==> src/rtl/tcm_axis_burst_ctrl_if.sv <==
// ---------------------------------------------------------------------------
// tcm_axis_burst_ctrl_if
//   AXI-Stream handshake bundle feeding the TCM burst controller.
//
//   Parameters
//     C_S_AXIS_TDATA_WIDTH : stream data width in bits, a multiple of 8
//
//   Signals
//     S_AXIS_TREADY : sink -> source, sink can take a beat this cycle
//     S_AXIS_TDATA  : source -> sink, beat payload
//     S_AXIS_TSTRB  : source -> sink, byte strobes (one per data byte)
//     S_AXIS_TLAST  : source -> sink, last beat of the packet
//     S_AXIS_TVALID : source -> sink, beat is valid
//
//   Modports
//     master : stream source (drives data/valid, observes ready)
//     slave  : stream sink (the burst controller)
// ---------------------------------------------------------------------------
interface tcm_axis_burst_ctrl_if #(
  parameter int C_S_AXIS_TDATA_WIDTH = 32
);

  logic                                S_AXIS_TREADY;
  logic [C_S_AXIS_TDATA_WIDTH-1:0]     S_AXIS_TDATA;
  logic [C_S_AXIS_TDATA_WIDTH/8-1:0]   S_AXIS_TSTRB;
  logic                                S_AXIS_TLAST;
  logic                                S_AXIS_TVALID;

  modport master (
    output S_AXIS_TDATA,
    output S_AXIS_TSTRB,
    output S_AXIS_TLAST,
    output S_AXIS_TVALID,
    input  S_AXIS_TREADY
  );

  modport slave (
    input  S_AXIS_TDATA,
    input  S_AXIS_TSTRB,
    input  S_AXIS_TLAST,
    input  S_AXIS_TVALID,
    output S_AXIS_TREADY
  );

endinterface

==> src/rtl/tcm_axis_burst_ctrl.sv <==
// ---------------------------------------------------------------------------
// tcm_axis_burst_ctrl
//   Sequences AXI-Stream ingestion into a single-port TCM, one programmed
//   burst per start command. Each accepted beat is written at base + index
//   (word address, wrapping modulo the TCM size). The TCM port is shared with
//   a host read requester; the host always wins and the stream stalls.
//
//   Parameters
//     C_S_AXIS_TDATA_WIDTH : stream / TCM data width, multiple of 8 (W)
//     C_TCM_ADDR_WIDTH     : TCM word address width (AW), at most 16
//
//   Ports
//     S_AXIS_ACLK      in   1     sole clock
//     S_AXIS_ARESET    in   1     asynchronous, active-high reset
//     USR_tcm_control  in   32    [0] start (rising edge), [1] abort (level),
//                                 [15:8] len-1, [31:16] base word address
//     s_axis           slave      AXIS beat handshake (TREADY/TDATA/TSTRB/
//                                 TLAST/TVALID)
//     USR_host_req     in   1     host read request, one cycle per read
//     USR_host_addr    in   AW    host read word address
//     USR_host_rdata   out  W     host read data (valid with rvalid)
//     USR_host_rvalid  out  1     host read data valid, 1 cycle after request
//     USR_tcm_en       out  1     TCM enable
//     USR_tcm_we       out  W/8   TCM byte write enables
//     USR_tcm_addr     out  AW    TCM word address
//     USR_tcm_wdata    out  W     TCM write data
//     USR_tcm_rdata    in   W     TCM read data, 1-cycle synchronous read
//     USR_tcm_status   out  32    [0] busy, [1] done, [2] early_last,
//                                 [3] missing_last, [4] aborted,
//                                 [23:8] beats written in current burst
//     USR_irq          out  1     one-cycle pulse on completion or abort
//
//   Build option
//     TCM_AXIS_BYTE_STROBE_EN : when defined, accepted beats write only the
//       bytes flagged in TSTRB (a zero strobe still counts as a beat). When
//       undefined, every accepted beat writes the full word and TSTRB is
//       ignored.
// ---------------------------------------------------------------------------
module tcm_axis_burst_ctrl #(
  parameter int C_S_AXIS_TDATA_WIDTH = 32,
  parameter int C_TCM_ADDR_WIDTH     = 10
) (
  input  logic                                S_AXIS_ACLK,
  input  logic                                S_AXIS_ARESET,
  input  logic [31:0]                         USR_tcm_control,
  tcm_axis_burst_ctrl_if.slave                s_axis,
  input  logic                                USR_host_req,
  input  logic [C_TCM_ADDR_WIDTH-1:0]         USR_host_addr,
  output logic [C_S_AXIS_TDATA_WIDTH-1:0]     USR_host_rdata,
  output logic                                USR_host_rvalid,
  output logic                                USR_tcm_en,
  output logic [C_S_AXIS_TDATA_WIDTH/8-1:0]   USR_tcm_we,
  output logic [C_TCM_ADDR_WIDTH-1:0]         USR_tcm_addr,
  output logic [C_S_AXIS_TDATA_WIDTH-1:0]     USR_tcm_wdata,
  input  logic [C_S_AXIS_TDATA_WIDTH-1:0]     USR_tcm_rdata,
  output logic [31:0]                         USR_tcm_status,
  output logic                                USR_irq
);

  localparam int W  = C_S_AXIS_TDATA_WIDTH;
  localparam int SW = C_S_AXIS_TDATA_WIDTH / 8;
  localparam int AW = C_TCM_ADDR_WIDTH;

  typedef enum logic [1:0] {
    ST_IDLE = 2'd0,
    ST_RUN  = 2'd1,
    ST_DONE = 2'd2
  } state_t;

  state_t state;
  state_t state_nxt;

  logic          start_d;
  logic          start_pulse;
  logic          abort_req;
  logic          host_grant;
  logic          beat_acc;
  logic          last_slot;
  logic          burst_end;

  // len_q holds len (1..256), so it needs one bit more than the len-1 field
  logic [8:0]    len_q;
  logic [8:0]    cnt_q;
  logic [AW-1:0] base_q;
  logic [AW-1:0] beat_addr;

  logic          done_q;
  logic          early_q;
  logic          missing_q;
  logic          aborted_q;
  logic          irq_q;
  logic          rvalid_q;

  logic [SW-1:0] beat_we;
  logic          unused_bits;

  assign start_pulse = USR_tcm_control[0] & ~start_d;
  assign abort_req   = USR_tcm_control[1];

  // The host port is held quiet while reset is asserted so that every output
  // sits at its reset value for the whole reset interval, not just the
  // registered ones.
  assign host_grant  = USR_host_req & ~S_AXIS_ARESET;

  // A beat is taken only in RUN, only when the host is not using the port
  // and not in an abort cycle. This matches the TREADY the source sees.
  assign beat_acc    = (state == ST_RUN) & s_axis.S_AXIS_TVALID
                     & ~USR_host_req & ~abort_req;

  assign last_slot   = (cnt_q == (len_q - 9'd1));
  assign burst_end   = beat_acc & (last_slot | s_axis.S_AXIS_TLAST);

  // Address wraps silently at the top of the TCM
  assign beat_addr   = base_q + AW'(cnt_q);

`ifdef TCM_AXIS_BYTE_STROBE_EN
  assign beat_we     = s_axis.S_AXIS_TSTRB;
  assign unused_bits = ^{USR_tcm_control[7:2], USR_tcm_control[31:16]};
`else
  assign beat_we     = '1;
  assign unused_bits = ^{USR_tcm_control[7:2], USR_tcm_control[31:16],
                         s_axis.S_AXIS_TSTRB};
`endif

  // State register
  always_ff @(posedge S_AXIS_ACLK or posedge S_AXIS_ARESET) begin
    if (S_AXIS_ARESET) begin
      state <= ST_IDLE;
    end else begin
      state <= state_nxt;
    end
  end

  // Next-state logic. A start coinciding with abort is dropped; starts seen
  // in RUN or DONE are ignored because only IDLE looks at start_pulse.
  always_comb begin
    state_nxt = state;
    unique case (state)
      ST_IDLE: begin
        if (start_pulse && !abort_req) begin
          state_nxt = ST_RUN;
        end
      end
      ST_RUN: begin
        if (abort_req) begin
          state_nxt = ST_IDLE;
        end else if (burst_end) begin
          state_nxt = ST_DONE;
        end
      end
      ST_DONE: begin
        state_nxt = ST_IDLE;
      end
      default: begin
        state_nxt = ST_IDLE;
      end
    endcase
  end

  // Output logic. The TCM port is combinational from the handshake; the host
  // path takes precedence over a stream write.
  always_comb begin
    s_axis.S_AXIS_TREADY = 1'b0;
    USR_tcm_en           = 1'b0;
    USR_tcm_we           = '0;
    USR_tcm_addr         = '0;
    USR_tcm_wdata        = '0;

    if (state == ST_RUN) begin
      s_axis.S_AXIS_TREADY = ~USR_host_req & ~abort_req;
    end

    if (host_grant) begin
      USR_tcm_en   = 1'b1;
      USR_tcm_addr = USR_host_addr;
    end else if (beat_acc) begin
      USR_tcm_en    = 1'b1;
      USR_tcm_we    = beat_we;
      USR_tcm_addr  = beat_addr;
      USR_tcm_wdata = s_axis.S_AXIS_TDATA;
    end
  end

  // Burst bookkeeping: latches the programmed length/base on start, counts
  // beats, and keeps the done/error flags sticky until the next start.
  always_ff @(posedge S_AXIS_ACLK or posedge S_AXIS_ARESET) begin
    if (S_AXIS_ARESET) begin
      start_d   <= 1'b0;
      len_q     <= 9'd0;
      base_q    <= '0;
      cnt_q     <= 9'd0;
      done_q    <= 1'b0;
      early_q   <= 1'b0;
      missing_q <= 1'b0;
      aborted_q <= 1'b0;
      irq_q     <= 1'b0;
    end else begin
      start_d <= USR_tcm_control[0];
      irq_q   <= 1'b0;

      unique case (state)
        ST_IDLE: begin
          if (start_pulse && !abort_req) begin
            len_q     <= {1'b0, USR_tcm_control[15:8]} + 9'd1;
            base_q    <= USR_tcm_control[16 +: AW];
            cnt_q     <= 9'd0;
            done_q    <= 1'b0;
            early_q   <= 1'b0;
            missing_q <= 1'b0;
            aborted_q <= 1'b0;
          end
        end
        ST_RUN: begin
          if (abort_req) begin
            aborted_q <= 1'b1;
            irq_q     <= 1'b1;
          end else if (beat_acc) begin
            cnt_q <= cnt_q + 9'd1;
            if (s_axis.S_AXIS_TLAST && !last_slot) begin
              early_q <= 1'b1;
            end
            if (last_slot && !s_axis.S_AXIS_TLAST) begin
              missing_q <= 1'b1;
            end
            // done is raised on entry so it is already visible in DONE
            if (burst_end) begin
              done_q <= 1'b1;
              irq_q  <= 1'b1;
            end
          end
        end
        default: begin
        end
      endcase
    end
  end

  // Host read return: the TCM answers one cycle after the request, so the
  // valid is just the request delayed and the data passes straight through.
  always_ff @(posedge S_AXIS_ACLK or posedge S_AXIS_ARESET) begin
    if (S_AXIS_ARESET) begin
      rvalid_q <= 1'b0;
    end else begin
      rvalid_q <= USR_host_req;
    end
  end

  assign USR_host_rvalid = rvalid_q;
  assign USR_host_rdata  = rvalid_q ? USR_tcm_rdata : {W{1'b0}};
  assign USR_irq         = irq_q;

  assign USR_tcm_status  = {8'd0, 7'd0, cnt_q, 3'd0,
                            aborted_q, missing_q, early_q, done_q,
                            (state == ST_RUN)};

endmodule

==> src/flat_wrapper.sv <==
// flat-port wrapper written by rule: the top's interface ports become plain ports
module tcm_axis_burst_ctrl_flat 
#(
  parameter int C_S_AXIS_TDATA_WIDTH = 32,
  parameter int C_TCM_ADDR_WIDTH     = 10
)
  (S_AXIS_ACLK, S_AXIS_ARESET, USR_tcm_control, USR_host_req, USR_host_addr, USR_host_rdata, USR_host_rvalid, USR_tcm_en, USR_tcm_we, USR_tcm_addr, USR_tcm_wdata, USR_tcm_rdata, USR_tcm_status, USR_irq, s_axis_S_AXIS_TDATA, s_axis_S_AXIS_TSTRB, s_axis_S_AXIS_TLAST, s_axis_S_AXIS_TVALID, s_axis_S_AXIS_TREADY);
  tcm_axis_burst_ctrl_if #(.C_S_AXIS_TDATA_WIDTH(C_S_AXIS_TDATA_WIDTH)) s_axis_i ();
  input  logic S_AXIS_ACLK;
  input  logic S_AXIS_ARESET;
  input  logic [31:0] USR_tcm_control;
  input  logic USR_host_req;
  input  logic [C_TCM_ADDR_WIDTH-1:0] USR_host_addr;
  output logic [C_S_AXIS_TDATA_WIDTH-1:0] USR_host_rdata;
  output logic USR_host_rvalid;
  output logic USR_tcm_en;
  output logic [C_S_AXIS_TDATA_WIDTH/8-1:0] USR_tcm_we;
  output logic [C_TCM_ADDR_WIDTH-1:0] USR_tcm_addr;
  output logic [C_S_AXIS_TDATA_WIDTH-1:0] USR_tcm_wdata;
  input  logic [C_S_AXIS_TDATA_WIDTH-1:0] USR_tcm_rdata;
  output logic [31:0] USR_tcm_status;
  output logic USR_irq;
  input wire logic [$bits(s_axis_i.S_AXIS_TDATA)-1:0] s_axis_S_AXIS_TDATA;
  input wire logic [$bits(s_axis_i.S_AXIS_TSTRB)-1:0] s_axis_S_AXIS_TSTRB;
  input wire logic [$bits(s_axis_i.S_AXIS_TLAST)-1:0] s_axis_S_AXIS_TLAST;
  input wire logic [$bits(s_axis_i.S_AXIS_TVALID)-1:0] s_axis_S_AXIS_TVALID;
  output wire logic [$bits(s_axis_i.S_AXIS_TREADY)-1:0] s_axis_S_AXIS_TREADY;
  assign s_axis_i.S_AXIS_TDATA = s_axis_S_AXIS_TDATA;
  assign s_axis_i.S_AXIS_TSTRB = s_axis_S_AXIS_TSTRB;
  assign s_axis_i.S_AXIS_TLAST = s_axis_S_AXIS_TLAST;
  assign s_axis_i.S_AXIS_TVALID = s_axis_S_AXIS_TVALID;
  assign s_axis_S_AXIS_TREADY = s_axis_i.S_AXIS_TREADY;
  tcm_axis_burst_ctrl #(.C_S_AXIS_TDATA_WIDTH(C_S_AXIS_TDATA_WIDTH), .C_TCM_ADDR_WIDTH(C_TCM_ADDR_WIDTH)) u_core (.S_AXIS_ACLK(S_AXIS_ACLK), .S_AXIS_ARESET(S_AXIS_ARESET), .USR_tcm_control(USR_tcm_control), .s_axis(s_axis_i), .USR_host_req(USR_host_req), .USR_host_addr(USR_host_addr), .USR_host_rdata(USR_host_rdata), .USR_host_rvalid(USR_host_rvalid), .USR_tcm_en(USR_tcm_en), .USR_tcm_we(USR_tcm_we), .USR_tcm_addr(USR_tcm_addr), .USR_tcm_wdata(USR_tcm_wdata), .USR_tcm_rdata(USR_tcm_rdata), .USR_tcm_status(USR_tcm_status), .USR_irq(USR_irq));
endmodule
==> config.mk <==
export PLATFORM = sky130hd
export DESIGN_NAME = tcm_axis_burst_ctrl_flat
export DESIGN_NICKNAME = d
export VERILOG_FILES = /design/src/rtl/tcm_axis_burst_ctrl_if.sv /design/src/rtl/tcm_axis_burst_ctrl.sv /design/src/flat_wrapper.sv
export SDC_FILE = /design/constraint.sdc
export NUM_CORES = 1
export LEC_CHECK = 0
export BUFFER_PORTS_ARGS = -buffer_cell sky130_fd_sc_hd__buf_4
export CORE_MARGIN = 2
export CORE_UTILIZATION = 36
export CTS_CLUSTER_SIZE = 14
export DETAILED_ROUTE_END_ITERATION = 8
export MAX_ROUTING_LAYER = met4
export PLACE_DENSITY = 0.77
export SYNTH_ARGS = -nofsm -noshare
export SYNTH_HDL_FRONTEND = slang
export SYNTH_SLANG_ARGS = --single-unit
==> constraint.sdc <==
create_clock -name S_AXIS_ACLK -period 2.65 [get_ports S_AXIS_ACLK]
set_input_delay 0.53 -clock S_AXIS_ACLK [delete_from_list [all_inputs] [get_ports S_AXIS_ACLK]]
set_output_delay 0.53 -clock S_AXIS_ACLK [all_outputs]
set_load 0.02 [all_outputs]
Word-level counts from Yosys, hierarchy flattened
Index checks and enable logic that the tools add are counted.

operators by class
  add/subtract/negate cells = 4
  multipliers = 0
  div/mod/pow operators = 0
  $lt $le $gt $ge = 0
  equal/unequal tests = 10
  shift operators = 0
  multiplexer cells = 37
  bitwise logic cells = 12
  reductions and logical operators = 15

operator list
  kind                 number
  $mux 32              3
  $mux 9               3
  $mux 10              2
  $mux 1               18
  $pmux 9 s2           1
  $reduce_and 5->1     3
  $add 10x9->10        1
  $ne 2x1->1 const B   5
  $add 8x1->9 const B  1
  $add 9x1->9 const B  1
  $eq 9x9->1           1
  $sub 9x1->9 const B  1
  $mux 4               2
  $pmux 1 s2           4
  $and 1x1->1          7
  $mux 2               3
  $ne 2x2->1 const B   2
  $not 1->1            4
  $pmux 2 s2           1
  $reduce_and 2->1     2
  $reduce_and 4->1     1
  $logic_and 1x1->1    3
  $logic_not 1->1      3
  $ne 3x2->1 const B   1
  other kinds (5)      5

storage, ports and cells
  flip-flop bits (word level) = 37
  latch bits = 0
  bits in writable memories = 0
  memory bits (read-only) = 0
  logic and storage cells = 89
  memories = 0

Longest topological paths before layout
  depth after elaboration = 9
  mapped depth = 8
  depth with buffers taken out = 8

Least setup slack after synthesis
OpenSTA, ideal clock, no wires.

  path kind = reg2out
  from = reg u_core.cnt_q[0]
  to = out USR_tcm_addr[8]
  data arrival time = 2.497 ns
  slack = -0.377 ns
  stages on the path, launching flop included = 9
  cell sequence = dfrtp_1 ha_1 fa_1 a21o_1 a21oi_1 o21ai_0 o41ai_1 xor2_1 o21ai_0

between the ends
  word-level cells in the longest chain between the ends = 3

ends and longest elaborated chain
  element                   RTL line                    source
  start: declaration        tcm_axis_burst_ctrl.sv:83   logic [8:0] cnt_q;
  start signal: assignment  tcm_axis_burst_ctrl.sv:218  cnt_q <= cnt_q + 9'd1;
  $add 10x9->10             tcm_axis_burst_ctrl.sv:114  assign beat_addr = base_q + AW'(cnt_q);
  $mux 10                   tcm_axis_burst_ctrl.sv:176  end else if (beat_acc) begin
  $mux 10                   tcm_axis_burst_ctrl.sv:173  if (host_grant) begin
  end: declaration          flat_wrapper.sv:18          output logic [C_TCM_ADDR_WIDTH-1:0] USR_tcm_addr;

No other way between the ends.

Worst setup path after layout
  from = reg u_core.cnt_q[1]
  to = out USR_tcm_addr[9]

Same word-level chain as after synthesis.

==> summary.md <==
| Metric | Value |
|---|---|
| Post-synth top area share | `0.3161` |
| Slew Limit Fails | `0` |
| Mapped Cells | `between 300 and 400` |
| Path category of the worst min-delay check | `primary input to async pin` |
| Fillers | `698` |
| Crit Path Max Fanout | `3` |
| Outcome | `finished, violations left` |
| Non-filler cells, final | `659` |
| Top post-synthesis cells by area | `dfrtp_1 32%, and3_1 7.5%, nand2_1 7.3%` |
| Sequential fraction of the synthesis area | `0.3161` |
| Post-synth EDFFs | `0` |
| RSZ-0062 raised after global routing | `true` |
| Die height | `around 94 um` |
| Largest net degree at the start of global routing | `38` |
| Total of max-cap violations | `0` |
| Area of placed instances | `4479 um2` |
| Placed insts | `650` |
| Setup WS post-layout | `-0.1816 ns` |
| Violated checks | `setup timing` |
| Hold buffer count at cts | `0` |
| Most area-hungry cell type in the Yosys netlist | `dfrtp_1` |
| WS Path Type | `flip-flop to primary output` |
| Tot GR Track Use | `0.2144` |
| Most frequent cells after synthesis | `57 x nand2_1, 37 x dfrtp_1, 35 x and3_1` |
| Sink Count | `37` |
| F_max | `353.2 MHz` |
| Total CTS buffers | `5` |
| Antenna violations before repair | `0` |
| Static leakage power | `roughly 2.6 nW` |
| Syn Area/Cell | `8.114 um2` |
| R2R cell count | `8` |
| Critical Path Start | `u_core.cnt_q[1]$_DFFE_PP0P_` |
| Vias in the first global route | `a little over 3000` |
| Die ar. | `around 9000 um2` |
| Number of I/O pins | `between 200 and 250` |
| Proportion of layout cells with a drive suffix above 1 | `0.4255` |
| Arr. time, crit path | `2.30 ns` |
| Clock transition at path regs | `roughly 0.070 ns` |
| Cell area after synthesis | `2929 um2` |
| Distinct cells, synth | `between 40 and 50` |
| DRT Pass-1 Iters | `4` |
| Area added between synthesis and finish | `57.20%` |
| CTS H-Tree Depth | `2` |
| Post-route ant nets | `0` |
| Global-route wire length before repair | `14660 um` |
| Synth Warn # | `0` |
| Diode count | `0` |
| CTS root buf | `clkbuf_8` |
| Core footprint | `slightly below 8000 um2` |
| Yosys reg bits | `37` |
| Finish-stage setup viols | `5` |
| PortBufs | `between 150 and 200` |
| Total grt overflow | `0` |
| Primary FF master, synth | `dfrtp_1` |
| Via count | `~3200` |
| Routed wire per std cell | `roughly 15 um` |
| NumNets Final | `between 600 and 700` |
| Asr flop ratio synth | `1.000` |
| CP endpoint kind | `primary output` |
| Max-Slew Margin vs Limit | `0.5591` |
| Most common cell in the netlist | `nand2_1` |
| Die width | `~94 um` |
| PD cells | `~430 nW/um2` |
| Worst IR drop on VDD | `approximately 360 uV` |
| CTS max path bufs | `2` |
| Critical Path Start Type | `flip-flop` |
| Routed WL | `about 9800 um` |
| Final instance area | `between 4000 and 5000 um2` |
| 1st-iter DRT viols | `110` |
| FP Rows | `32` |
| Setup Skew | `around 0.0096 ns` |
| Pre-CTS WS | `-0.07628 ns` |
| Tmin final | `approximately 2.8 ns` |
| Global placer's final weighted congestion | `0.9234` |
| CTS tree | `built` |
| Vias per cell | `4.785` |
| CP Data Required Time | `roughly 2.1 ns` |
| Initial core utilization | `0.3752` |
| Skew-Pair Late Insertion Delay | `0.29 ns` |
| Worst Max-Slew Pin Slew | `roughly 0.66 ns` |
| Reg2reg start | `u_core.len_q[0]$_DFFE_PP0P_` |
| Final Cycle Share | `1.069` |
| Post-DP HPWL | `between 8000 and 9000 um` |
| Final Hold Fails | `0` |
| DRC | `0` |
## registers in the layout, summed over array words and instances (netlist names)
signal and count:
u_core.aborted_q 1, u_core.missing_q 1, u_core.state 2, u_core.USR_host_rvalid 1
u_core.USR_irq 1, u_core.start_d 1, u_core.cnt_q 9, u_core.done_q 1
u_core.early_q 1, u_core.len_q 9, u_core.base_q 10
## stage by stage
step | setup TNS, ns | power (mW) | util | hold slack [ns]
3_5_place_dp | -0.07628 | 1.620 | 0.5737 | 0.4691
5_1_grt | -1.313 | 2.138 | 0.5897 | 0.3483
3_3_place_gp | -0.08055 | 1.581 | 0.5737 | 0.4664
6_report | -0.6405 | 2.001 | 0.5897 | 0.3501
4_1_cts | -0.5661 | 2.017 | 0.5880 | 0.3532
2_1_floorplan | -0.1459 | 1.283 | - | 0.4497
## cell type report
class | count | area, um2 | share of cell area
Sequential cell | 37 | 925.9 | 0.2011
Tap cell | 102 | 127.6 | 0.02772
Multi-Input combinational cell | 288 | 1821 | 0.3954
Timing Repair Buffer | 214 | 1610 | 0.3497
Inverter | 10 | 37.54 | 0.008152
Clock buffer | 6 | 72.57 | 0.01576
Clock inverter | 2 | 10.01 | 0.002174
## kinds of logic after synthesis
logic type,Yosys count,synth area share
AND/OR/NAND/NOR,171,0.3084
AO/OA/AOI/OAI,55,0.1230
other,1,0.001280
adder cells (fa/ha/maj),13,0.05809
XOR/XNOR,31,0.09270
flip-flops,37,0.3161
buffers and inverters,53,0.1004
## critical path, stage by stage, from the launching register on
cell and delay (ns):
dfrtp_1 0.42, ha_1 0.30, a21o_1 0.18, a211oi_2 0.29, o21ai_0 0.18, a31oi_2 0.23
xor2_1 0.16, o21ai_1 0.08, buf_4 0.16
## worst paths after layout
path / endpoint / slack [ns]
worst max-delay path: USR_tcm_addr[9] / -0.18
worst min-delay path: u_core.base_q[1]$_DFFE_PP0P_ / 0.35
worst max register to register: u_core.state[0]$_DFFE_PP0P_ / 0.32
worst min register to register: u_core.base_q[6]$_DFFE_PP0P_ / 0.49
max in group asynchronous: u_core.cnt_q[8]$_DFFE_PP0P_ / 1.94
min in group S_AXIS_ACLK: u_core.start_d$_DFF_PP0_ / 0.36
## metal layers
metal | share of wire | up-vias | GRT usage
li1 | - | 1570 | -
met1 | 0.39 | 1456 | 0.2434
met2 | 0.54 | 118 | 0.3929
met3 | 0.066 | 9 | 0.03612
met4 | 0.011 | 0 | 0.05072
met5 | 0 | - | -
## cell usage in the layout (no fill, tap or decap), types with 3 or more instances in the layout
| cell | count |
|---|---|
| a22o_1 | 3 |
| xnor2_1 | 13 |
| or3_1 | 3 |
| buf_4 | 213 |
| dfrtp_1 | 37 |
| inv_1 | 10 |
| nor3_1 | 3 |
| clkbuf_8 | 5 |
| nor4_1 | 3 |
| conb_1 | 18 |
| o21ai_2 | 3 |
| a21oi_1 | 5 |
| xor2_1 | 18 |
| a21o_1 | 5 |
| nand3_1 | 6 |
| o21ai_0 | 19 |
| o21ai_1 | 4 |
| nor2b_1 | 3 |
| ha_1 | 11 |
| nand2_1 | 57 |
| and2_1 | 32 |
| and3_1 | 35 |
| nor2_1 | 13 |
| nand4_1 | 5 |
## repair_timing
item,4_1_cts,5_1_grt
gates resized for setup,10,1
pin swaps,9,3
gates cloned,0,0
setup endpoints to repair,6,6
setup buffers,0,1
endpoints found under the hold margin,0,0
## power breakdown
part / switching (mW) / internal (mW)
registers: 0.0940 / 0.659
logic: 0.452 / 0.412
clock network: 0.201 / 0.182
total: 0.747 / 1.25
Power figures use the tool's default switching activity.
